### src/rtl/wrap_counter_sched_pkg.sv
// Shared definitions for the wrap counter scheduler and its counter datapath.
package wrap_counter_sched_pkg;

  localparam int DEF_WIDTH = 4;
  localparam int DEF_LO    = 5;
  localparam int DEF_HI    = 14;

  typedef enum logic [1:0] {
    ST_IDLE = 2'd0,
    ST_LOAD = 2'd1,
    ST_RUN  = 2'd2,
    ST_DONE = 2'd3
  } state_t;

  // One-hot grant vector for a two-requester index.
  function automatic logic [1:0] onehot2(input logic sel);
    return sel ? 2'b10 : 2'b01;
  endfunction

endpackage

### src/rtl/wrap_down_counter.sv
// Wrapping down-counter HI..LO with parallel load and out-of-range recovery.
module wrap_down_counter
  import wrap_counter_sched_pkg::*;
#(
  parameter int WIDTH = DEF_WIDTH,
  parameter int LO    = DEF_LO,
  parameter int HI    = DEF_HI
) (
  input  logic             CLK,
  input  logic             RST,
  input  logic             CE,
  input  logic             LOAD,
  input  logic [WIDTH-1:0] LOAD_VAL,
  output logic [WIDTH-1:0] CNT,
  output logic             WRAP
);

  localparam logic [WIDTH-1:0] LO_V = WIDTH'(LO);
  localparam logic [WIDTH-1:0] HI_V = WIDTH'(HI);

  logic [WIDTH-1:0] cnt_d;
  logic [WIDTH-1:0] cnt_q;

  // Next count: load wins, otherwise step on CE; any value outside LO..HI falls back to LO.
  always_comb begin
    cnt_d = cnt_q;
    WRAP  = 1'b0;
    if (LOAD) begin
      cnt_d = LOAD_VAL;
    end else if (CE) begin
      if (cnt_q == LO_V) begin
        cnt_d = HI_V;
        WRAP  = 1'b1;
      end else if ((cnt_q > LO_V) && (cnt_q <= HI_V)) begin
        cnt_d = cnt_q - 1'b1;
      end else begin
        cnt_d = LO_V;
      end
    end
  end

  // Count register, reset to the bottom of the sequence.
  always_ff @(posedge CLK or negedge RST) begin
    if (!RST) cnt_q <= LO_V;
    else      cnt_q <= cnt_d;
  end

  assign CNT = cnt_q;

endmodule

### src/rtl/wrap_counter_sched.sv
// Round-robin scheduler that grants the shared wrap counter to one of two
// clients, prescales its step enable and releases it after LAPS wraps.
module wrap_counter_sched
  import wrap_counter_sched_pkg::*;
#(
  parameter int WIDTH = DEF_WIDTH,
  parameter int LO    = DEF_LO,
  parameter int HI    = DEF_HI,
  parameter int DIV   = 4,
  parameter int LAPS  = 2
) (
  input  logic             CLK,
  input  logic             RST,
  input  logic [1:0]       REQ,
  input  logic [WIDTH-1:0] SEED0,
  input  logic [WIDTH-1:0] SEED1,
  input  logic             ABORT,
  output logic [1:0]       GNT,
  output logic             BUSY,
  output logic             CE_OUT,
  output logic [WIDTH-1:0] CNT,
  output logic             WRAP,
  output logic [1:0]       DONE
);

  localparam int PW = (DIV > 1) ? $clog2(DIV) : 1;
  localparam int LW = $clog2(LAPS + 1);
  localparam logic [PW-1:0] PRESC_MAX = PW'(DIV - 1);
  localparam logic [LW-1:0] LAPS_V    = LW'(LAPS);

  state_t          state_d, state_q;
  logic [1:0]      gnt_d, gnt_q;
  logic [1:0]      done_d, done_q;
  logic            last_d, last_q;
  logic [PW-1:0]   presc_d, presc_q;
  logic [LW-1:0]   lap_d, lap_q;
  logic            ce;
  logic            load;
  logic            stop;
  logic            cnt_wrap;
  logic [WIDTH-1:0] load_val;

  // A grant ends early on ABORT or when its owner withdraws the request.
  assign stop     = ABORT || ((REQ & gnt_q) == 2'b00);
  assign load_val = gnt_q[1] ? SEED1 : SEED0;

  // Next-state logic: arbitration, load, prescaled stepping and lap counting.
  always_comb begin
    state_d = state_q;
    gnt_d   = gnt_q;
    done_d  = 2'b00;
    last_d  = last_q;
    presc_d = presc_q;
    lap_d   = lap_q;
    ce      = 1'b0;
    load    = 1'b0;
    case (state_q)
      ST_IDLE: begin
        if (REQ != 2'b00) begin
          // On a tie the requester that was not served last wins.
          gnt_d   = onehot2((REQ == 2'b11) ? ~last_q : REQ[1]);
          state_d = ST_LOAD;
        end
      end
      ST_LOAD: begin
        if (stop) begin
          gnt_d   = 2'b00;
          last_d  = gnt_q[1];
          state_d = ST_IDLE;
        end else begin
          load    = 1'b1;
          presc_d = '0;
          lap_d   = '0;
          state_d = ST_RUN;
        end
      end
      ST_RUN: begin
        if (stop) begin
          // Termination takes priority over any step in this cycle, so CNT holds.
          gnt_d   = 2'b00;
          last_d  = gnt_q[1];
          state_d = ST_IDLE;
        end else if (presc_q == PRESC_MAX) begin
          ce      = 1'b1;
          presc_d = '0;
          if (cnt_wrap) begin
            lap_d = lap_q + LW'(1);
            if ((lap_q + LW'(1)) == LAPS_V) begin
              done_d  = gnt_q;
              gnt_d   = 2'b00;
              last_d  = gnt_q[1];
              state_d = ST_DONE;
            end
          end
        end else begin
          presc_d = presc_q + PW'(1);
        end
      end
      ST_DONE: begin
        state_d = ST_IDLE;
      end
      default: begin
        gnt_d   = 2'b00;
        state_d = ST_IDLE;
      end
    endcase
  end

  // Control registers; LAST starts at 1 so requester 0 wins the first tie.
  always_ff @(posedge CLK or negedge RST) begin
    if (!RST) begin
      state_q <= ST_IDLE;
      gnt_q   <= 2'b00;
      done_q  <= 2'b00;
      last_q  <= 1'b1;
      presc_q <= '0;
      lap_q   <= '0;
    end else begin
      state_q <= state_d;
      gnt_q   <= gnt_d;
      done_q  <= done_d;
      last_q  <= last_d;
      presc_q <= presc_d;
      lap_q   <= lap_d;
    end
  end

  wrap_down_counter #(
    .WIDTH (WIDTH),
    .LO    (LO),
    .HI    (HI)
  ) u_cnt (
    .CLK      (CLK),
    .RST      (RST),
    .CE       (ce),
    .LOAD     (load),
    .LOAD_VAL (load_val),
    .CNT      (CNT),
    .WRAP     (cnt_wrap)
  );

  assign GNT    = gnt_q;
  assign DONE   = done_q;
  assign BUSY   = (state_q == ST_LOAD) || (state_q == ST_RUN);
  assign CE_OUT = ce;
  assign WRAP   = cnt_wrap;

endmodule
### config.mk
export PLATFORM = sky130hd
export DESIGN_NAME = wrap_counter_sched
export DESIGN_NICKNAME = d
export VERILOG_FILES = /design/src/rtl/wrap_counter_sched_pkg.sv /design/src/rtl/wrap_down_counter.sv /design/src/rtl/wrap_counter_sched.sv
export SDC_FILE = /design/constraint.sdc
export NUM_CORES = 1
export LEC_CHECK = 0
export ABC_AREA = 1
export BUFFER_PORTS_ARGS = -buffer_cell sky130_fd_sc_hd__buf_2
export CORE_MARGIN = 2
export CORE_UTILIZATION = 56
export CTS_BUF_LIST = sky130_fd_sc_hd__clkbuf_4 sky130_fd_sc_hd__clkbuf_8
export DETAILED_ROUTE_END_ITERATION = 6
export PLACE_DENSITY = 0.81
export SLEW_MARGIN = 20
export SYNTH_ARGS = -nofsm -noshare
export SYNTH_HDL_FRONTEND = slang
export SYNTH_SLANG_ARGS = --single-unit
### constraint.sdc
create_clock -name CLK -period 2.15 [get_ports CLK]
set_clock_uncertainty 0.05 [all_clocks]
set_input_delay 0.43 -clock CLK [delete_from_list [all_inputs] [get_ports CLK]]
set_output_delay 0.43 -clock CLK [all_outputs]
set_load 0.01 [all_outputs]
==> results_dict.tcl <==
set metrics [dict create \
    p_leak_uw 0.000731 \
    io_buffers 23 \
    min_path_type "in -> reg" \
    final-hold-violation-count 0 \
    whs_endpoint "u_cnt.CNT[0]$_DFFE_PN1P_" \
    cp_slowest_stage_delay_ps 570 \
    ioPinCount 24 \
    drive_above_1_share_pct 30.3 \
    synth_area_leaders "dfrtp_1, nand2_1, ha_1" \
    finalCriticalPeriod_ps 2060 \
    drv_cap 0 \
    synth.distinct_cells 29 \
    globalplace.congestion 0.944 \
    worst_slack_ps 89.1 \
    synthCells 149 \
    gr-total-overflow 0 \
    post_cts_buffers 0 \
    period_share_pct 95.9 \
    grt_pass1_vias 936 \
    worstSetupPathType "reg -> out" \
    syn_avg_cell_area_um2 7.80 \
    die-area_um2 2460 \
    clockRootBuffer "clkbuf_4" \
    die_x_um 49.6 \
    rr_startpoint "state_q[0]$_DFFE_PN0P_" \
    slew_headroom_pct 77.4 \
    layout.nets 199 \
    cts_max_level 1 \
    grt_pass1_wl_mm 3.97 \
    cp-startpoint "u_cnt.CNT[0]$_DFFE_PN1P_" \
    clock_path_buffers 2 \
    reg2reg_to "presc_q[0]$_DFFE_PN0P_" \
    grt_start_max_net_pins 16 \
    peakVddDrop_uv 866 \
    wire_per_inst_um 11.7 \
    start_util_pct 59.2 \
    finalSetupTns_ps 0 \
    path_delay_family "flip-flops" \
    synth_top_area_cell "dfrtp_1" \
    synth_seq_cells 15 \
    startpoint_type "flip-flop" \
    seq_area_um2 379 \
    power_uw 1500 \
    crit_required_ps 1670 \
    hold_slack_ps 419 \
    power.density_nw_per_um2 1120 \
    drtIter0Drc 35 \
    core_um2 1960 \
    antenna_found_initial 0 \
    hpwl_mm 1.86 \
    fmax_mhz 485 \
    vias 1019 \
    grt_util_all_layers_pct 20.6 \
    crit_arrival_ps 1580 \
    first_pass_iters 4 \
    path_buf_inv 2 \
    r2r_setup_slack_ps 410 \
    cts.sinks 15 \
    maxSlewViolCount 0 \
    hp-start "SEED0[0]" \
    syn_area_um2 1160 \
    clk_latency_ps 290 \
    cts_buffers 3 \
    whs_path_depth 5 \
    r2r_cells 6 \
    status "complete, no violations" \
    cp_slowest_cell "dfstp_2" \
    rows 16 \
    seq_area_frac_synth_pct 32.6 \
    tritoncts "built" \
    worst_pin_slew_ps 339 \
    viasPerCell 5.04 \
    pre_cts_ws_ps 381 \
    endpoint_kind "primary output" \
    yosys_warnings 0 \
    num-fill-cells 170 \
    rsz0062_at_grt "no" \
    syn_nets 172 \
    multi_input_area_um2 682 \
    antenna_cells 0 \
    clk_pin_slew_ps 90 \
    die-height_um 49.6 \
    area_delta_synth_final_pct 15.0 \
    route.detailed.drc 0 \
    crit_chain "ha_1, nand3_2, inv_2, nand2_4, nor2_1, buf_2" \
    finalWirelength_mm 2.37 \
    netlist.area_leader.share_pct 25.8 \
    worstPathMaxFanout 4 \
    setup_viol 0 \
    postRouteAntennaNets 0 \
]
## through the flow
step	cell area (µm²)	util [%]	cells
global placement	1290	65.7	197
global route	1340	68.1	202
detailed placement	1290	65.7	197
CTS	1330	67.7	202
floorplan	1160	-	149
finish	1340	68.1	202
## cell type report
| cell class | instances | area share [%] |
|---|---|---|
| Sequential cell | 15 | 28.4 |
| Tap cell | 27 | 2.53 |
| Inverter | 21 | 5.90 |
| Clock buffer | 4 | 2.25 |
| Multi-Input combinational cell | 110 | 51.0 |
| Timing Repair Buffer | 25 | 9.93 |
## cell usage in the layout, fill, tap and decap left out, types with 2 or more instances in the layout
cell type	Yosys	layout
nand4_1	4	4
inv_1	20	19
dfstp_2	3	3
dfrtp_1	12	12
buf_2	0	23
nand3_1	13	12
inv_2	1	2
nand2_2	5	5
ha_1	10	9
nand2_4	4	4
nand2_1	37	37
nor2_1	16	16
o21ai_0	5	5
clkbuf_4	0	4
nand3_2	2	3
## cell usage after synthesis (all sizes together)
| cell type | count |
|---|---|
| nand2 | 46 |
| ha | 10 |
| a21oi | 1 |
| nand4 | 5 |
| inv | 21 |
| buf | 3 |
| o21ai | 7 |
| o21a | 1 |
| or2 | 1 |
| nand3 | 15 |
| o22ai | 1 |
| xor2 | 1 |
| dfrtp | 12 |
| o211ai | 1 |
| o21bai | 1 |
| o31ai | 1 |
| nor2 | 18 |
| dfstp | 3 |
| a21boi | 1 |
## repair_timing
action | 4_1_cts | 5_1_grt
endpoints found under the setup margin | 0 | 1
hold endpoints to repair | 12 | 0
resized for setup | 0 | 3
hold buffers | 1 | 0
## power by group
group	total, µW	switching, µW	leakage (µW)	internal (µW)
clock network	178	93.5	0.0000184	84.8
logic	819	488	0.000523	331
registers	503	115	0.000190	388
total	1500	697	0.000731	804
## state kept, by name, summed over array words and instances (netlist names)
register   count
u_cnt.CNT      4
DONE           2
GNT            2
lap_q          2
presc_q        2
state_q        2
last_q         1
## per-layer routing
metal,global-route usage [%],share of wire [%],vias to the layer above
met5,0,0,-
met4,8.33,1.2,0
met3,3.03,5.2,4
met2,34.0,47,26
met1,27.1,46,463
li1,-,-,526
## worst max path at each step
stage | slack (ps) | cells past startpoint | endpoint
floorplan | 490 | 5 | WRAP
global placement | 410 | 6 | WRAP
detailed placement | 380 | 6 | presc_q[0]$_DFFE_PN0P_
CTS | 60 | 6 | WRAP
global route | 1 | 6 | WRAP
finish | 90 | 6 | WRAP
## tightest hold or removal path: cells and delay by family
| family | cells | cell delay, ps |
|---|---|---|
| simple gates | 4 | 220 |
| buf+inv | 1 | 70 |
## cells by family (layout without fill, tap and decap cells)
| logic type | count (synthesis) | after routing | synth area share [%] |
|---|---|---|---|
| compound gates | 14 | 14 | 9.47 |
| xor+xnor | 1 | 1 | 0.754 |
| simple gates | 85 | 85 | 37.0 |
| fa+ha+maj | 10 | 10 | 10.8 |
| buf+inv | 24 | 50 | 9.36 |
| flops | 15 | 15 | 32.6 |
Note: power is estimated with default switching activity, not from simulation.
